`src/rtl/branch_resolve_sched_pkg.sv`:
```
// Shared header types for the branch-resolution path: branch tag width,
// one-hot branch mask and the CDB packet the scheduler output feeds.
`ifndef BS_SIZE
`define BS_SIZE 4
`endif

package branch_resolve_sched_pkg;

   localparam int BRANCH_WIDTH = `BS_SIZE;

   typedef logic [BRANCH_WIDTH-1:0] BRANCH_MASK;

   typedef struct packed {
      logic       valid;
      logic       squash_enable;
      BRANCH_MASK branch_mask;
   } CDB_PACKET;

endpackage

```
`src/rtl/branch_resolve_sched_select.sv`:
```
// Tag-selection helpers: oldest (highest-index) request select, and the
// one-hot to thermometer expansion used to build a squash kill mask.

module branch_resolve_sched_prio #(
   parameter int WIDTH = 4
) (
   input  logic [WIDTH-1:0] req,
   output logic [WIDTH-1:0] gnt,
   output logic             any
);

   // Later iterations overwrite earlier ones, so the highest set index wins.
   always_comb begin
      gnt = '0;
      for (int i = 0; i < WIDTH; i++) begin
         if (req[i]) begin
            gnt    = '0;
            gnt[i] = 1'b1;
         end
      end
      any = |req;
   end

endmodule

module branch_resolve_sched_therm #(
   parameter int WIDTH = 4
) (
   input  logic [WIDTH-1:0] onehot,
   output logic [WIDTH-1:0] therm
);

   // Bit i is set when the one-hot bit sits at index i or above (bits k..0).
   always_comb begin
      logic acc;
      acc   = 1'b0;
      therm = '0;
      for (int i = WIDTH - 1; i >= 0; i--) begin
         acc      = acc | onehot[i];
         therm[i] = acc;
      end
   end

endmodule

```
`src/rtl/branch_resolve_sched.sv`:
```
// Collects branch resolutions from the branch units and serialises them onto
// the CDB one at a time, oldest mispredict first, with squash pruning.

module branch_resolve_sched
   import branch_resolve_sched_pkg::*;
#(
   parameter int N_BRU   = 2,
   parameter int BS_SIZE = `BS_SIZE
) (
   input  logic                              clock,
   input  logic                              reset,
   input  logic [N_BRU-1:0]                  res_valid,
   input  logic [N_BRU-1:0][BS_SIZE-1:0]     res_mask,
   input  logic [N_BRU-1:0]                  res_mispredict,
   input  logic                              flush,
   input  logic                              out_grant,
   output logic                              out_valid,
   output logic                              out_squash,
   output logic [BS_SIZE-1:0]                out_mask,
   output logic [$clog2(BS_SIZE+1)-1:0]      pending_cnt,
   output logic                              dup_error
);

   localparam int CNT_W = $clog2(BS_SIZE + 1);

   logic [BS_SIZE-1:0] pending;
   logic [BS_SIZE-1:0] mispredict;
   logic [BS_SIZE-1:0] arr_pend;
   logic [BS_SIZE-1:0] arr_misp;
   logic [BS_SIZE-1:0] held_mask;
   logic [BS_SIZE-1:0] squash_tag;
   logic [BS_SIZE-1:0] kill_mask;
   logic [BS_SIZE-1:0] next_pending;
   logic [BS_SIZE-1:0] next_misp;
   logic [BS_SIZE-1:0] sel_misp;
   logic [BS_SIZE-1:0] sel_all;
   logic [BS_SIZE-1:0] sel_mask;
   logic               any_misp;
   logic               any_pend;
   logic               dup_now;
   logic               squash_fire;
   logic               load_out;

   // Merge all port arrivals; a tag already pending, held, or seen on an
   // earlier port this cycle is a duplicate and folds into a single entry.
   always_comb begin
      arr_pend  = '0;
      arr_misp  = '0;
      dup_now   = 1'b0;
      held_mask = out_valid ? out_mask : '0;
      for (int i = 0; i < N_BRU; i++) begin
         if (res_valid[i]) begin
            if ((res_mask[i] & (pending | held_mask | arr_pend)) != '0) begin
               dup_now = 1'b1;
            end
            arr_pend = arr_pend | res_mask[i];
            if (res_mispredict[i]) begin
               arr_misp = arr_misp | res_mask[i];
            end
         end
      end
   end

   assign squash_fire = out_valid & out_squash & out_grant;
   assign squash_tag  = squash_fire ? out_mask : '0;

   branch_resolve_sched_therm #(.WIDTH(BS_SIZE)) u_kill (
      .onehot (squash_tag),
      .therm  (kill_mask)
   );

   // Arrivals matching the held tag are dropped so a tag is never issued twice.
   assign next_pending = (pending | (arr_pend & ~held_mask)) & ~kill_mask;
   assign next_misp    = (mispredict | (arr_misp & ~held_mask)) & ~kill_mask;

   branch_resolve_sched_prio #(.WIDTH(BS_SIZE)) u_sel_misp (
      .req (next_misp),
      .gnt (sel_misp),
      .any (any_misp)
   );

   branch_resolve_sched_prio #(.WIDTH(BS_SIZE)) u_sel_all (
      .req (next_pending),
      .gnt (sel_all),
      .any (any_pend)
   );

   assign sel_mask = any_misp ? sel_misp : sel_all;
   assign load_out = ~out_valid | out_grant;

   // The held resolution is never preempted; it only changes once granted.
   always_ff @(posedge clock) begin
      if (reset) begin
         pending    <= '0;
         mispredict <= '0;
         out_valid  <= 1'b0;
         out_squash <= 1'b0;
         out_mask   <= '0;
         dup_error  <= 1'b0;
      end else if (flush) begin
         pending    <= '0;
         mispredict <= '0;
         out_valid  <= 1'b0;
         out_squash <= 1'b0;
         out_mask   <= '0;
      end else begin
         dup_error <= dup_error | dup_now;
         if (load_out) begin
            pending    <= next_pending & ~sel_mask;
            mispredict <= next_misp & ~sel_mask;
            out_valid  <= any_pend;
            out_squash <= any_misp;
            out_mask   <= sel_mask;
         end else begin
            pending    <= next_pending;
            mispredict <= next_misp;
         end
      end
   end

   always_comb begin
      pending_cnt = '0;
      for (int i = 0; i < BS_SIZE; i++) begin
         pending_cnt = pending_cnt + CNT_W'(pending[i]);
      end
   end

endmodule
```
`config.mk`:
```
export PLATFORM = sky130hd
export DESIGN_NAME = branch_resolve_sched
export DESIGN_NICKNAME = d
export VERILOG_FILES = /design/src/rtl/branch_resolve_sched_pkg.sv /design/src/rtl/branch_resolve_sched_select.sv /design/src/rtl/branch_resolve_sched.sv
export SDC_FILE = /design/constraint.sdc
export NUM_CORES = 1
export LEC_CHECK = 0
export ABC_CLOCK_PERIOD_IN_PS = 3300
export CELL_PAD_IN_SITES_DETAIL_PLACEMENT = 1
export CELL_PAD_IN_SITES_GLOBAL_PLACEMENT = 2
export CORE_MARGIN = 2
export CORE_UTILIZATION = 29
export CTS_CLUSTER_DIAMETER = 100
export DETAILED_ROUTE_END_ITERATION = 12
export PLACE_DENSITY = 0.87
export SYNTH_ARGS = -nofsm -noshare
export SYNTH_HDL_FRONTEND = slang
export SYNTH_SLANG_ARGS = --single-unit
```
`constraint.sdc`:
```
create_clock -name clock -period 3.3 [get_ports clock]
set_clock_uncertainty 0.15 [all_clocks]
set_input_delay 0.99 -clock clock [delete_from_list [all_inputs] [get_ports clock]]
set_output_delay 0.99 -clock clock [all_outputs]
set_load 0.02 [all_outputs]
```
==> summary.txt, run 1 <==
Hold Crit Class -> flop to flop
I/O pin count -> 26
XOR/XNOR Fraction of Synth Area -> 0%
Clock Tree Buf Depth -> 2
Post-synthesis register bit count -> 15
Number of enable flip-flop cells after synthesis -> 0
1st-pass router iterations -> 4
Final setup viols -> 0
Synth Cell Area -> 1054 um2
Gr usage total -> 19.66%
Crit path max fanout -> 5
Final hold slack -> 0.3867 ns
Wire per inst -> 18.02 um
Vias in the first global route -> 1,284
CTS H-Tree Depth -> 1
Via-per-instance ratio -> 5.709
Simple-gate share of the synthesized area -> 24.35%
Drt total wl -> 3838 um
Drt drc -> 0
CP peak stage delay -> 0.54 ns
Post-synthesis mux area share -> 0%
Synth warn -> 0
FFs w/ async S/R, synth -> 0%
Root Buffer Master -> clkbuf_4
First-pass GRT wire length -> 6361 um
Post-route insts no fill -> 213
Hold path start -> dup_error
RSZ-0062 raised after global routing -> false
Clock sink total -> 15
Die Y -> 64.27 um
DP Wirelength -> 2959 um
TritonCTS buffer count -> 3
Post-synthesis sequential area ratio -> 28.50%
Die Wd -> 64.27 um
Initial Utilization -> 30.84%
Worst setup EP type -> output port
Final ANT Viol Nets -> 0
Buf/Inv on CP -> 3
Antenna violations before repair -> 0
Slew margin rel. -> 65.25%
Synthesized area per cell -> 7.634 um2
Buffers on Ports -> 25
VDD IR max -> 0.0001742 V
Critical path type -> flop to output port
Min Tclk post-route -> 3.162 ns
Core box area -> 3416 um2
Largest family of logic cells by synthesized area -> compound AO/OA/AOI/OAI gates
Final #Nets -> 187
WP data required -> 2.16 ns
Row count -> 21
Power density cells -> 341.2 nW/um2
Crit path max-delay family -> adder cells
Cell Chain, Critical Path -> inv_1, fa_1, inv_1, ha_1, ha_1, dlygate4sd2_1
Slowest-stage cell, CP -> fa_1
Setup_tns -> 0 ns
CP arrival -> 2.02 ns
CTS tree -> built
Fin util -> 40.66%
Largest net degree at the start of global routing -> 16
Post-synthesis compound-gate area fraction -> 36.94%
Slew @ Worst Pin -> 0.5193 ns
Hold buffer count at cts -> 0
Die area -> 4131 um2
Post-Place Cells -> 209
Total grt overflow -> 0
Area grow syn2layout -> 31.83%
Number of DRC violations after detailed-routing iteration 0 -> 52
Total design power -> 0.4739 mW
Final Hold Vio Count -> 0
Fin crit share -> 95.81%
Routability Congestion -> 0.8941
CP Launch Type -> flop
Leak -> 0.5370 nW
Synth unique cells -> 44
# fillers -> 428
Worst Setup SP -> pending[0]
MaxCap Viol Count -> 0
Clock latency on the worst-skew pair -> 0.30 ns
Max Fclk -> 0.3163 GHz
Syn Nets -> 157
Share of layout cells above drive strength 1 -> 9.581%
Ys flop type -> dfxtp_1
Status -> complete, no violations
Worst-path clk slew -> 0.10 ns
Antenna diodes -> 0
R2r startpoint -> out_valid
DR vias -> 1,216
Gate Count Post-Synth -> 138
Post-Synth Adder-Cell Area -> 4.276%
Pins Over Slew Limit -> 0
[worst paths after layout]
kind                     to  slack (ns)  depth (start not counted)
max reg2reg     out_mask[1]        1.02                          5
min reg2reg       dup_error        0.39                          2
max          pending_cnt[2]        0.14                          6
min               dup_error        0.39                          2
[where the power goes]
part           total, mW  switching [mW]  internal (mW)  leakage, nW
registers          0.205          0.0147          0.190        0.122
clock network      0.114          0.0664         0.0471       0.0150
logic              0.156          0.0871         0.0686        0.400
[routing by layer]
layer | wire length (um) | vias to the layer above | global-route usage, % | share of wire (%)
li1 | - | 579 | - | -
met1 | 1865 | 590 | 26.93 | 49
met2 | 1757 | 42 | 32.29 | 46
met3 | 174 | 5 | 2.465 | 4.5
met4 | 41 | 0 | 5.585 | 1.1
met5 | 0 | - | 0 | 0
[synthesized netlist by cell type (3+ instances only)]
cell / n / share of area (%)
dfxtp_1: 15 / 29
and2_1: 4 / 2.4
nand2_1: 14 / 5.0
a31oi_1: 4 / 2.4
nor3_1: 5 / 2.4
o21ai_0: 8 / 3.8
nand3_1: 11 / 5.2
o21ai_1: 3 / 1.4
a221o_1: 3 / 2.9
nor2b_1: 3 / 1.8
inv_1: 9 / 3.2
nor2_1: 5 / 1.8
a21oi_1: 15 / 7.1
[cells by family after synthesis]
logic type / count (synthesis)
simple gates: 51
buf+inv: 14
fa+ha+maj: 3
flops: 15
compound gates: 55
[state kept, by name, indices dropped and copies added (netlist names)]
register and cells:
out_valid 1, out_squash 1, out_mask 4, mispredict 4, dup_error 1, pending 4
[timing repair]
item / CTS / global route
endpoints found under the setup margin: 3 / 1
resized for setup: 3 / 2
buffers inserted: 0 / 0
[cell usage in the layout (no fill, tap or decap), types with 2 or more instances in the layout]
master	n
clkdlybuf4s50_1	22
a21oi_1	15
dfxtp_1	15
nand2_1	14
nand3_1	11
inv_1	9
o21ai_0	8
nor3_1	5
nor2_1	5
buf_4	5
and2_1	4
a31oi_1	4
nor2b_1	3
o21ai_1	3
a221o_1	3
clkbuf_4	3
a221oi_2	2
o22ai_1	2
nand4_1	2
a211oi_1	2
a221oi_1	2
ha_1	2
dlygate4sd2_1	2
[cell type report]
type,count,area (um2),area share [%]
Clock buffer,4,26.28,1.892
Inverter,9,33.78,2.432
Multi-Input combinational cell,109,690.7,49.73
Sequential cell,15,300.3,21.62
Tap cell,46,57.56,4.144
Timing Repair Buffer,30,280.3,20.18
[through the flow]
stage / cell area [um2] / worst slack, ns
floorplan: 1054 / 0.6458
global placement: 1370 / 0.1257
detailed placement: 1370 / 0.07929
CTS: 1393 / 0.01603
global route: 1389 / 0.02790
finish: 1389 / 0.1384
[worst min-delay path, stage by stage, from the launching register on]
cell and delay (ns):
dfxtp_1 0.34, a31oi_1 0.04, a21oi_1 0.12
No activity file was read; power rests on OpenSTA's default activity.
==> run 2: changes to the inputs <==
--- a/config.mk
+++ b/config.mk
@@ -5,14 +5,15 @@
 export SDC_FILE = /design/constraint.sdc
 export NUM_CORES = 1
 export LEC_CHECK = 0
-export ABC_CLOCK_PERIOD_IN_PS = 3300
+export ABC_CLOCK_PERIOD_IN_PS = 2900
 export CELL_PAD_IN_SITES_DETAIL_PLACEMENT = 1
 export CELL_PAD_IN_SITES_GLOBAL_PLACEMENT = 2
 export CORE_MARGIN = 2
-export CORE_UTILIZATION = 29
+export CORE_UTILIZATION = 24
 export CTS_CLUSTER_DIAMETER = 100
 export DETAILED_ROUTE_END_ITERATION = 12
-export PLACE_DENSITY = 0.87
+export PLACE_DENSITY = 0.77
+export RECOVER_POWER = 100
 export SYNTH_ARGS = -nofsm -noshare
 export SYNTH_HDL_FRONTEND = slang
 export SYNTH_SLANG_ARGS = --single-unit
==> constraint.sdc (replaced) <==
create_clock -name clock -period 2.9 [get_ports clock]
set_clock_uncertainty 0.15 [all_clocks]
set_input_delay 0.87 -clock clock [delete_from_list [all_inputs] [get_ports clock]]
set_output_delay 0.87 -clock clock [all_outputs]
set_load 0.02 [all_outputs]
==> summary.txt, run 2 (synthesized netlist as in run 1, its figures left out) <==
Final Hold Vio Count -> 0 (unchanged)
DP Wirelength -> 3354 um (+13%)
Root Buffer Master -> clkbuf_8
RSZ-0062 raised after global routing -> false
Drt total wl -> 4292 um (+12%)
Routability Congestion -> 0.7902 (-12%)
Crit path max fanout -> 2 (-3)
Max Fclk -> 0.3526 GHz
Pre-CTS setup slack -> -0.1171 ns (-0.1963 ns)
CP Launch Type -> flop
Vias in the first global route -> 1,393 (+8.5%)
R2r startpoint -> out_valid
Crit path depth -> 6 (unchanged)
Number of DRC violations after detailed-routing iteration 0 -> 77 (+48%)
Via-per-instance ratio -> 5.489 (-3.8%)
Clock Tree Buf Depth -> 2 (unchanged)
CTS H-Tree Depth -> 1 (unchanged)
Die area -> 4936 um2 (+19%)
Worst setup EP type -> output port
Final setup viols -> 0 (unchanged)
Min Tclk post-route -> 2.836 ns
Clock latency on the worst-skew pair -> 0.25 ns (-0.05 ns)
Post-CTS Setup Bufs -> 0 (unchanged)
Antenna diodes -> 0 (unchanged)
Hold Crit Class -> flop to flop
Slew margin rel. -> 61.04% (-4.2 points)
Setup_tns -> 0 ns (unchanged)
First-pass GRT wire length -> 7093 um (+12%)
Initial Utilization -> 24.53% (-6.3 points)
Share of layout cells above drive strength 1 -> 18.58% (+9.0 points)
Critical Path End -> pending_cnt[1]
Total grt overflow -> 0 (unchanged)
VDD IR max -> 0.0001840 V (+5.6%)
Wire per inst -> 18.26 um (+1.4%)
Largest registers -> mispredict (4), out_mask (4), pending (4)
Worst Setup SP -> pending[3]
Largest net degree at the start of global routing -> 15 (-1)
Power density cells -> 398.7 nW/um2 (+17%)
I/O pin count -> 26 (unchanged)
Clock sink total -> 15 (unchanged)
Buffers on Ports -> 25 (unchanged)
Buf/Inv on CP -> 3 (unchanged)
Highest layer used for signal routing -> met4
Post_cts resized -> 7 (+4)
DR vias -> 1,290 (+6.1%)
Final ANT Viol Nets -> 0 (unchanged)
Worst-path clk slew -> 0.06 ns (-0.04 ns)
Critical path type -> flop to output port
WP data required -> 1.88 ns (-0.28 ns)
Final #Nets -> 203 (+8.6%)
1st-pass router iterations -> 4 (unchanged)
Leak -> 0.6360 nW (+18%)
Post-route insts no fill -> 235 (+10%)
Drt drc -> 0 (unchanged)
Post-Place Cells -> 231 (+11%)
Most frequent cells in the layout -> 19 x buf_4, 15 x a21oi_1, 14 x nand2_1
Pins Over Slew Limit -> 0 (unchanged)
Row count -> 24 (+14%)
Final setup margin -> 0.06395 ns (-0.07443 ns)
TritonCTS buffer count -> 3 (unchanged)
WHS Path Cells -> 2 (unchanged)
Worst reg2reg endpoint -> pending[0]
Hold buffer count at cts -> 0 (unchanged)
Commonest non-fill, non-tap cell in the layout -> buf_4
Met2 WL -> 1949 um (+11%)
Area grow syn2layout -> 45.72%
Slowest-stage cell, CP -> fa_1
CTS tree -> built
Slew @ Worst Pin -> 0.5822 ns (+0.06294 ns)
DRT met1 WL -> 2075 um (+11%)
Depth of the most critical reg-to-reg path -> 6 (+1)
Crit path max-delay family -> adder cells
Status -> complete, no violations
Fin crit share -> 97.79%
Antenna violations before repair -> 0 (unchanged)
Gr usage total -> 18.44% (-1.2 points)
MaxCap Viol Count -> 0 (unchanged)
Met3 routed WL -> 156 um (-10%)
Hold path start -> dup_error
Die Y -> 70.26 um (+9.3%)
CP arrival -> 1.82 ns (-0.20 ns)
Die Wd -> 70.26 um (+9.3%)
R2r setup slk -> 0.88 ns (-0.14 ns)
Core box area -> 4294 um2 (+26%)
Cell Chain, Critical Path -> inv_1, fa_1, inv_1, ha_1, ha_1, buf_2
CP peak stage delay -> 0.49 ns (-0.05 ns)
## run 2: cell count changes in the layout (fill, tap and decap cells not counted), moves of 3 or more
cell,delta
buf_4,+14
clkdlybuf4s50_1,-10
dlygate4sd3_1,+10
clkbuf_8,+3
## run 2: worst min-delay path by stage
stage,endpoint,slack [ns]
floorplan,out_mask[0],0.43
global placement,dup_error,0.35
detailed placement,dup_error,0.41
CTS,dup_error,0.42
global route,dup_error,0.45
finish,dup_error,0.41
## run 2: cell type report
class | instances | area (um2)
Tap cell | 52 | 65.06
Multi-Input combinational cell | 109 | 696.9
Inverter | 9 | 33.78
Timing Repair Buffer | 46 | 391.6
Sequential cell | 15 | 302.8
Fill cell | 547 | 2759
Clock buffer | 4 | 45.04
## run 2: through the flow
| step | util (%) | hold slack [ns] | area, um2 | total power [mW] |
|---|---|---|---|---|
| after floorplan | - | 0.4327 | 1054 | 0.3344 |
| after global placement | 34.88 | 0.3484 | 1498 | 0.4363 |
| after detailed placement | 34.88 | 0.4076 | 1498 | 0.4412 |
| after CTS | 35.78 | 0.4180 | 1536 | 0.6195 |
| after global routing | 35.75 | 0.4461 | 1535 | 0.6495 |
| final | 35.75 | 0.4072 | 1535 | 0.6120 |
## run 2: tightest hold or removal path, stage by stage (launching register included)
cell     delay, ns
dfxtp_1       0.33
a31oi_1       0.05
a21oi_1       0.13
## run 2: power by group
part | switching (mW) | leakage [nW] | internal (mW)
logic | 0.113 | 0.490 | 0.0932
registers | 0.0123 | 0.123 | 0.217
clock network | 0.0790 | 0.0228 | 0.0976
## run 2: per-layer routing
metal | vias up | track usage, %
li1 | 610 | -
met4 | 0 | 7.051
met2 | 35 | 29.14
met5 | - | 0
met3 | 8 | 2.742
met1 | 637 | 25.22
==> run 3: changes to the inputs <==
--- a/config.mk
+++ b/config.mk
@@ -8,7 +8,6 @@
 export ABC_CLOCK_PERIOD_IN_PS = 2900
 export CELL_PAD_IN_SITES_DETAIL_PLACEMENT = 1
 export CELL_PAD_IN_SITES_GLOBAL_PLACEMENT = 2
-export CORE_MARGIN = 2
 export CORE_UTILIZATION = 24
 export CTS_CLUSTER_DIAMETER = 100
 export DETAILED_ROUTE_END_ITERATION = 12
==> summary.txt, run 3 (synthesized netlist as in run 1, its figures left out) <==
Commonest non-fill, non-tap cell in the layout -> buf_4
Most frequent cells in the layout -> 20 x buf_4, 15 x a21oi_1, 14 x nand2_1, 14 x clkdlybuf4s50_1, 13 x dfxtp_1
Area grow syn2layout -> 44.42%
Pins Over Slew Limit -> 0 (unchanged)
Die Wd -> 68.26 um (-2.8%)
VDD IR max -> 0.0001697 V (-7.8%)
First-pass GRT wire length -> 6755 um (-4.8%)
Status -> complete, no violations
TritonCTS buffer count -> 3 (unchanged)
MaxCap Viol Count -> 0 (unchanged)
Antenna diodes -> 0 (unchanged)
Routability Congestion -> 0.8190 (+3.6%)
Worst Setup SP -> pending[1]
Initial Utilization -> 25.60% (+1.1 points)
Fin crit share -> 97.26% (-0.53 points)
DR vias -> 1,285 (-0.39%)
Worst-path clk slew -> 0.07 ns (about the same)
Largest net degree at the start of global routing -> 15 (unchanged)
Final setup viols -> 0 (unchanged)
Row count -> 23 (-4.2%)
Placed cell area -> 1503 um2 (+0.33%)
Power density cells -> 398.2 nW/um2 (-0.10%)
Root Buffer Master -> clkbuf_8
Met2 GRT Util -> 33.33% (+4.2 points)
Final #Nets -> 204 (+0.49%)
Drt drc -> 0 (unchanged)
Met3 usage -> 2.500% (-0.24 points)
Met1 Use GR -> 25.30% (+0.076 points)
Final ANT Viol Nets -> 0 (unchanged)
CP peak stage delay -> 0.54 ns (+0.05 ns)
Slowest-stage cell, CP -> fa_1
Die Y -> 68.26 um (-2.8%)
Hold path start -> dup_error
Clock Tree Buf Depth -> 2 (unchanged)
Gr usage total -> 19.84% (+1.4 points)
Core box area -> 4115 um2 (-4.2%)
CP arrival -> 1.80 ns (-0.02 ns)
Final Hold Vio Count -> 0 (unchanged)
CP Launch Type -> flop
Setup_tns -> 0 ns (unchanged)
Vias in the first global route -> 1,331 (-4.5%)
Busiest grt layer -> met2
WP data required -> 1.88 ns (about the same)
Antenna violations before repair -> 1 (+1)
Post-CTS Setup Bufs -> 0 (unchanged)
Hold Crit Class -> flop to flop
# fillers -> 522 (-4.6%)
RSZ-0062 raised after global routing -> false
Min Tclk post-route -> 2.821 ns (-0.01541 ns)
Clock sink total -> 15 (unchanged)
Final hold slack -> 0.4361 ns (+0.02884 ns)
Leak -> 0.6298 nW (-0.98%)
Die area -> 4659 um2 (-5.6%)
I/O pin count -> 26 (unchanged)
Clock latency on the worst-skew pair -> 0.25 ns (about the same)
Via-per-instance ratio -> 5.491 (about the same)
Crit path max fanout -> 2 (unchanged)
Worst setup EP type -> output port
Max Fclk -> 0.3545 GHz (+0.55%)
Cell Chain, Critical Path -> inv_2, fa_1, inv_1, ha_2, ha_1, buf_4
Share of layout cells above drive strength 1 -> 18.48% (-0.10 points)
CTS tree -> built
R2r startpoint -> out_valid
Final instance area -> 1521 um2 (-0.90%)
Critical path type -> flop to output port
Slew margin rel. -> 69.37% (+8.3 points)
CTS H-Tree Depth -> 1 (unchanged)
Largest registers -> mispredict (4), out_mask (4), pending (4)
Total grt overflow -> 0 (unchanged)
Number of DRC violations after detailed-routing iteration 0 -> 79 (+2.6%)
Buffers on Ports -> 25 (unchanged)
1st-pass router iterations -> 4 (unchanged)
Drt total wl -> 4251 um (-0.96%)
DP Wirelength -> 3368 um (+0.40%)
Slew @ Worst Pin -> 0.4559 ns (-0.1263 ns)
Wire per inst -> 18.17 um (-0.53%)
run 3: changes by cell type in the layout (fill, tap and decap cells not counted), moves of 2 or more:
cell             previous run  this run
a221oi_1                    1         3
clkdlybuf4s50_1            12        14
dlygate4sd3_1              10         8
clkbuf_1                    3         5
a221oi_2                    3         1
run 3: cell type report:
class | count | area [um2] | share of cell area (%)
Multi-Input combinational cell | 109 | 686.9 | 45.15
Timing Repair Buffer | 47 | 390.4 | 25.66
Sequential cell | 15 | 302.8 | 19.90
Tap cell | 50 | 62.56 | 4.112
Clock buffer | 4 | 45.04 | 2.961
Inverter | 9 | 33.78 | 2.220
run 3: critical path: cells and delay by family, from the launching register on:
family	cells	cell delay, ns
adder cells (fa/ha/maj)	3	0.98
buffers and inverters	3	0.24
flip-flops	1	0.33
run 3: layer usage:
metal | vias to the layer above | wire length [um]
met2 | 33 | 1925
li1 | 612 | -
met4 | 2 | 124
met5 | - | 13
met1 | 626 | 1974
met3 | 12 | 212
run 3: timing repair:
item / 4_1_cts / 5_1_grt
resized for setup: 7 / 9
pin swaps: 0 / 2
hold buffers: 0 / 0
endpoints found under the hold margin: 0 / 0
cloned: 0 / 0
setup endpoints to repair: 3 / 3
run 3: through the flow:
stage / total power [mW] / util, % / cells / worst slack, ns
detailed placement: 0.4405 / 36.52 / 230 / -0.1210
floorplan: 0.3344 / - / 138 / 0.3658
global placement: 0.4344 / 36.52 / 230 / -0.06457
finish: 0.6059 / 36.97 / 234 / 0.07937
global route: 0.6396 / 36.97 / 234 / 0.01146
CTS: 0.6142 / 37.46 / 234 / 0.005816
run 3: final timing paths:
kind | end | slack, ns | cells after the start
worst max register to register | pending[0] | 0.81 | 6
worst min-delay path | dup_error | 0.44 | 2
worst min register to register | dup_error | 0.44 | 2
worst max-delay path | pending_cnt[1] | 0.08 | 6
run 3: report_power, final:
group          switching [mW]  total (mW)  leakage [nW]  internal (mW)
combinational           0.111       0.200         0.484         0.0890
clock                  0.0795       0.177        0.0228         0.0975
sequential             0.0118       0.229         0.123          0.217
